File: src/rtl/memory_stage.sv
// MEM pipeline stage: data-memory access over req/ack, branch resolve,
// and the MEM/WB register feeding write-back.
module memory_stage #(
   parameter int TIMEOUT = 16
) (
   input  logic        clock,
   input  logic        reset,
   input  logic        ex_valid,
   input  logic        branch_in,
   input  logic        jump_in,
   input  logic        memread_in,
   input  logic        memwrite_in,
   input  logic        regwrite_in,
   input  logic        memtoreg_in,
   input  logic [31:0] adder_in,
   input  logic        aluzero_in,
   input  logic [31:0] alu_in,
   input  logic [31:0] readdata2_in,
   input  logic [4:0]  writereg_in,
   output logic        dmem_req,
   output logic        dmem_we,
   output logic [31:0] dmem_addr,
   output logic [31:0] dmem_wdata,
   input  logic [31:0] dmem_rdata,
   input  logic        dmem_ack,
   output logic        stall_out,
   output logic        pcsrc_out,
   output logic [31:0] branch_target,
   output logic        jump_out,
   output logic        wb_valid,
   output logic        regwrite_out,
   output logic        memtoreg_out,
   output logic [31:0] memdata_out,
   output logic [31:0] alu_out,
   output logic [4:0]  writereg_out,
   output logic        err_out
);

   localparam int CW = (TIMEOUT > 2) ? $clog2(TIMEOUT) : 1;
   localparam logic [CW-1:0] CNT_LAST = CW'(TIMEOUT - 1);

   typedef enum logic {IDLE, ACCESS} state_t;

   state_t        state;
   logic [CW-1:0] cnt;
   logic          memop;
   logic          misaligned;
   logic          timeout_hit;

   // A branch never starts a memory access.
   assign memop       = (memread_in | memwrite_in) & ~branch_in;
   assign misaligned  = alu_in[1:0] != 2'b00;
   assign timeout_hit = (state == ACCESS) & ~dmem_ack & (cnt == CNT_LAST);

   // Stall is also released in the abort cycle so the held load
   // retires instead of being re-issued.
   always_comb begin
      stall_out = 1'b0;
      unique case (state)
         IDLE:    stall_out = ex_valid & memop & ~misaligned;
         ACCESS:  stall_out = ~dmem_ack & ~timeout_hit;
         default: stall_out = 1'b0;
      endcase
   end

   assign pcsrc_out     = ex_valid & branch_in & aluzero_in & ~stall_out;
   assign branch_target = adder_in;
   assign jump_out      = ex_valid & jump_in;

   always_ff @(posedge clock) begin
      if (reset) begin
         state        <= IDLE;
         cnt          <= '0;
         dmem_req     <= 1'b0;
         dmem_we      <= 1'b0;
         dmem_addr    <= '0;
         dmem_wdata   <= '0;
         wb_valid     <= 1'b0;
         regwrite_out <= 1'b0;
         memtoreg_out <= 1'b0;
         memdata_out  <= '0;
         alu_out      <= '0;
         writereg_out <= '0;
         err_out      <= 1'b0;
      end else begin
         err_out <= 1'b0;
         unique case (state)
            IDLE: begin
               if (!ex_valid) begin
                  wb_valid <= 1'b0;
               end else if (!memop) begin
                  wb_valid     <= 1'b1;
                  regwrite_out <= regwrite_in;
                  memtoreg_out <= memtoreg_in;
                  memdata_out  <= '0;
                  alu_out      <= alu_in;
                  writereg_out <= writereg_in;
               end else if (misaligned) begin
                  wb_valid     <= 1'b1;
                  regwrite_out <= 1'b0;
                  memtoreg_out <= memtoreg_in;
                  memdata_out  <= '0;
                  alu_out      <= alu_in;
                  writereg_out <= writereg_in;
                  err_out      <= 1'b1;
               end else begin
                  wb_valid   <= 1'b0;
                  state      <= ACCESS;
                  cnt        <= '0;
                  dmem_req   <= 1'b1;
                  dmem_we    <= memwrite_in;
                  dmem_addr  <= {alu_in[31:2], 2'b00};
                  dmem_wdata <= readdata2_in;
               end
            end
            ACCESS: begin
               if (dmem_ack || timeout_hit) begin
                  state        <= IDLE;
                  dmem_req     <= 1'b0;
                  wb_valid     <= 1'b1;
                  regwrite_out <= dmem_ack ? regwrite_in : 1'b0;
                  memtoreg_out <= memtoreg_in;
                  memdata_out  <= (dmem_ack && !dmem_we) ? dmem_rdata : '0;
                  alu_out      <= alu_in;
                  writereg_out <= writereg_in;
                  err_out      <= ~dmem_ack;
               end else begin
                  wb_valid <= 1'b0;
                  cnt      <= cnt + 1'b1;
               end
            end
            default: state <= IDLE;
         endcase
      end
   end

endmodule

File: config.mk
export PLATFORM = sky130hd
export DESIGN_NAME = memory_stage
export DESIGN_NICKNAME = d
export VERILOG_FILES = /design/src/rtl/memory_stage.sv
export SDC_FILE = /design/constraint.sdc
export NUM_CORES = 1
export LEC_CHECK = 0
export CAP_MARGIN = 20
export CORE_MARGIN = 5
export CORE_UTILIZATION = 37
export CTS_BUF_LIST = sky130_fd_sc_hd__clkbuf_16
export CTS_CLUSTER_DIAMETER = 200
export DETAILED_ROUTE_END_ITERATION = 7
export PLACE_DENSITY = 0.82
export SLEW_MARGIN = 20
export SYNTH_ARGS = -nofsm -noshare
export SYNTH_HDL_FRONTEND = slang
export SYNTH_SLANG_ARGS = --single-unit
File: constraint.sdc
create_clock -name clock -period 1.95 [get_ports clock]
set_input_delay 0.39 -clock clock [delete_from_list [all_inputs] [get_ports clock]]
set_output_delay 0.39 -clock clock [all_outputs]
set_load 0.02 [all_outputs]
# After elaboration in Yosys (flattened, before gate mapping)
# Cells that the tools add are included.
# Widths: inputs -> output; s select.
[word_totals]
word_cells = 98
regBits = 142
[op_classes]
n_eq_ne = 7
n_reduce_logical = 8
muxes = 52
n_bitwise = 17
n_addsub = 1
[ops]
columns = ["op", "count"]
rows = [
  ["$mux 32", 9],
  ["$pmux 32 s2", 2],
  ["$mux 1", 24],
  ["$mux 5", 4],
  ["$mux 4", 4],
  ["$pmux 1 s2", 7],
  ["$reduce_and 4->1", 3],
  ["$and 1x1->1", 10],
  ["$pmux 5 s2", 1],
  ["$ne 2x2->1 const B", 4],
  ["$pmux 4 s2", 1],
  ["$not 1->1", 6],
  ["$add 4x1->4 const B", 1],
  ["$eq 4x4->1 const B", 1],
  ["$ne 3x3->1 const B", 1],
  ["$reduce_and 3->1", 1],
  ["$ne 2x1->1 const B", 1],
  ["$reduce_bool 2->1", 1],
  ["$logic_and 1x1->1", 1],
  ["$logic_not 1->1", 1],
  ["$logic_or 1x1->1", 1],
  ["$or 1x1->1", 1],
]

# Depth between registers and ports, before layout
[logic_depth]
depth_word = 8
mapped_depth = 7
ltp_nobuf = 5

# Least setup slack after synthesis
# No wires, ideal clock.
[synth_path]
kind = "input to output"
startpoint = "input port alu_in[0]"
endpoint = "output port pcsrc_out"
slack_ns = 0.132
required_time_ns = 1.560
stages = 4
arrival_ns = 1.428
path_cell_list = "or2_2 o32ai_2 clkbuf_1 nor2_1"
[synth_between]
elab_chain_cells = 6
[synth_lines]
columns = ["element", "line", "text"]
rows = [
  ["start: declaration", "17", "input logic [31:0] alu_in,"],
  ["$reduce_bool 2->1", "52", "assign misaligned = alu_in[1:0] != 2'b00;"],
  ["$not 1->1 (no source line)", "n/a", ""],
  ["$and 1x1->1", "60", "IDLE: stall_out = ex_valid & memop & ~misaligned;"],
  ["$pmux 1 s2", "59", "unique case (state)"],
  ["$not 1->1", "66", "assign pcsrc_out = ex_valid & branch_in & aluzero_in & ~stall_out;"],
  ["$and 1x1->1", "66", ""],
  ["end: declaration", "27", "output logic pcsrc_out,"],
]
# No other way between the ends.

# Worst setup path in the final report
[layout_path]
startpoint = "input port memwrite_in"
endpoint = "output port pcsrc_out"
[layout_between]
elab_chain_cells = 7
[layout_lines]
columns = ["element", "line", "text"]
rows = [
  ["start: declaration", "12", "input logic memwrite_in,"],
  ["$or 1x1->1", "51", "assign memop = (memread_in | memwrite_in) & ~branch_in;"],
  ["$and 1x1->1", "51", ""],
  ["$and 1x1->1 (2 in series)", "60", ""],
  ["$pmux 1 s2", "59", ""],
  ["$not 1->1", "66", ""],
  ["$and 1x1->1", "66", ""],
]
# No other way between the ends.

==> impl_metrics.csv <==
group,metric,value,unit
timing,maxSlewHeadroom,64.5,%
clock_network,cts_buffers,17,
route,avgViaCountPerCell,5.03,
yosys,async_flop_share,0,%
global_route,grt_pass1_wl,27000,um
yosys,ys_warn_count,0,
setup_path,cp_slowest_cell,"clkdlybuf4s50_1",
floorplan,num_io_pins,318,
yosys,synthFlopType,"dfxtp_1",
yosys,synthCells,614,
setup_path,cp_max_fo,3,
power,p_clk_share,45.1,%
yosys,ys_top_cells_by_area,"dfxtp_1 54%, a21oi_1 10%, nand2_1 9.3%",
global_route,grt_max_degree,67,
global_route,grt-ovfl-total,0,
floorplan,core-area,14000,sq um
clock_network,worstSkewPairLatency,0.42,ns
power,p_leak,3.09,nW
setup_path,cp_data_arrival_time,1.54,ns
clock_network,hold_buffers,0,
global_route,grt.total_usage,20.6,%
timing,min_period_over_period,99.1,%
power,pwr-share-comb,12.0,%
power,switching_share,23.4,%
floorplan,start_util,38.0,%
timing,fin_skew,0.0135,ns
timing,drv_slew,0,
finish,drive_gt1_share,9.25,%
clock_network,cts_tree,"yes",
setup_path,critPathRequiredTime,1.56,ns
clock_network,cts.clk_slew.worst_paths,0.06,ns
yosys,ys_top_cells_by_count,"142 x dfxtp_1, 131 x nand2_1, 109 x a21oi_1, 43 x nand3_1, 39 x o21ai_0",
run,max_cap_viol_count,0,
route,drt_iter0_drc,398,
placed_design,postPlaceCellArea,8000,sq um
setup_path,path_class,"in2out",
floorplan,rows,43,
power,peakVddDrop,0.522,mV
finish,layout.nets,986,
yosys,synth_seq_area_share,53.5,%
finish,final_area,8590,sq um
route,wl_per_cell,17.4,um
placed_design,gp_congestion,0.757,
status,outcome,"finished, final reports clean",
floorplan,die_w,130,um
global_route,first_global_vias,5170,
finish,diodes,0,
clock_network,clkSinkCount,142,
route,firstDrtPassIters,5,
yosys,synth-edff-count,0,
timing,min_period,1.93,ns
finish,synthToLayoutAreaGrowth,61.9,%
route,num_vias,5199,
timing,tightest_slew,0.532,ns
timing,finalSetupViolCount,0,
yosys,yosys.area.top_type,"dfxtp_1",
clock_network,clock_path_buffers,2,
setup_path,critical_path.cell_chain,"clkdlybuf4s50_1 > nor2_2 > o32ai_4 > nor2_1 > buf_4",
clock_network,h-tree-depth,4,
yosys,synth_most_common_cell,"dfxtp_1",
finish,finish.utilization,61.4,%
timing,fmax,0.518,GHz
power,power_switching,1.65,mW
floorplan,die_h,130,um
yosys,syn_area,5310,sq um
placed_design,port_buffers,251,
yosys,synth_top_area_share,53.5,%
timing,whs,0.368,ns
floorplan,dieArea,16800,sq um
timing,grt_setup_unrepaired,"yes",
setup_path,cp-end-kind,"output pin",
placed_design,place_hpwl,12600,um
route,drc,0,
clock_network,root_buffer,"clkbuf_16",
yosys,synth.distinct_cells,31,
worst_hold_path,min_path_type,"in2reg",
setup_path,critPathMaxStageDelay,0.53,ns
power,intPower,5.41,mW
setup_path,start_kind,"input pin",
timing,timing_hold_violations_final,0,
power,cellPowerDensity,821,nW/um^2
yosys,ys_ff_latch,142,
route,ant_nets,0,
global_route,antenna_found_initial,1,
yosys,post_synth.cell_area_avg,8.65,sq um
route,postRouteWirelength,17900,um
power,seq_power_share,42.8,%
[cell type report]
class | instances | area, sq um
clock inverters | 15 | 154
fillers | 1181 | 5390
well taps | 180 | 225
repair buffers | 289 | 2920
flip-flops and latches | 142 | 2840
clock buffers | 17 | 425
multi-input cells | 391 | 2030
[cell usage in the layout (no fill, tap or decap), drive strengths merged, types with 4 or more instances in the layout]
cell type / count
nand2: 131
dlygate4sd2: 4
nor2: 10
clkinv: 8
or2: 4
dfxtp: 142
clkbuf: 17
o21ai: 39
clkdlybuf4s50: 244
nand3: 43
a22o: 32
buf: 41
a21oi: 109
[per-layer routing]
| metal | part of all wire, % | global-route usage, % | routed length (um) | vias up |
|---|---|---|---|---|
| met1 | 38 | 22.7 | 6780 | 2414 |
| met2 | 50 | 34.7 | 9000 | 217 |
| li1 | - | - | - | 2523 |
| met5 | 0.072 | 0 | 13 | - |
| met3 | 9.4 | 9.05 | 1680 | 43 |
| met4 | 2.6 | 8.31 | 470 | 2 |
[timing repair]
action | 4_1_cts | 5_1_grt
pin swaps | 1 | 2
buffers inserted | 0 | 1
setup endpoints to repair | 3 | 12
resized for setup | 17 | 5
[stage by stage]
stage	total power, mW	setup TNS (ns)	setup WS (ns)	cells
6_report	7.06	0	0.0178	1034
4_1_cts	7.12	0	0.0110	1033
3_5_place_dp	3.93	-38.55	-0.572	1001
3_3_place_gp	3.92	-36.00	-0.565	1001
2_1_floorplan	3.51	0	0.132	615
5_1_grt	7.32	-0.0532	-0.0532	1034
[cell families after synthesis]
family / share of synthesized area (%)
and+or+nand+nor: 16.1
AOI/OAI and AO/OA: 20.6
buffers and inverters: 9.43
adders and majority gates: 0.236
other: 0.0706
DFF: 53.5
[worst max-delay path: cells and delay by family]
kind	cells	cell delay, ns
compound gates	1	0.30
buf+inv	2	0.69
simple gates	2	0.16
[power by group through the flow]
stage / sequential [mW] / combinational, mW / clock, mW
after floorplan: 3.18 / 0.326 / 0
after global placement: 3.08 / 0.839 / 0
after detailed placement: 3.09 / 0.849 / 0
after CTS: 3.02 / 0.851 / 3.25
after global routing: 3.03 / 0.905 / 3.38
final: 3.02 / 0.849 / 3.19
[registers in the layout, summed over array words and instances, names as in the netlist]
signal        flops
memdata_out      32
alu_out          32
memtoreg_out      1
wb_valid          1
writereg_out      5
dmem_req          1
regwrite_out      1
err_out           1
dmem_addr        30
dmem_wdata       32
state             1
dmem_we           1
cnt               4
[worst paths after layout]
check / cells after the start / from / endpoint / slack, ns
setup / recovery: 5 / memwrite_in / pcsrc_out / 0.02
hold / removal: 2 / reset / dmem_wdata[8] / 0.37
hold reg to reg: 2 / dmem_wdata[0] / dmem_wdata[0] / 0.45
setup reg to reg: 7 / cnt[0] / alu_out[20] / 0.22
No activity file was read; power rests on OpenSTA's default activity.
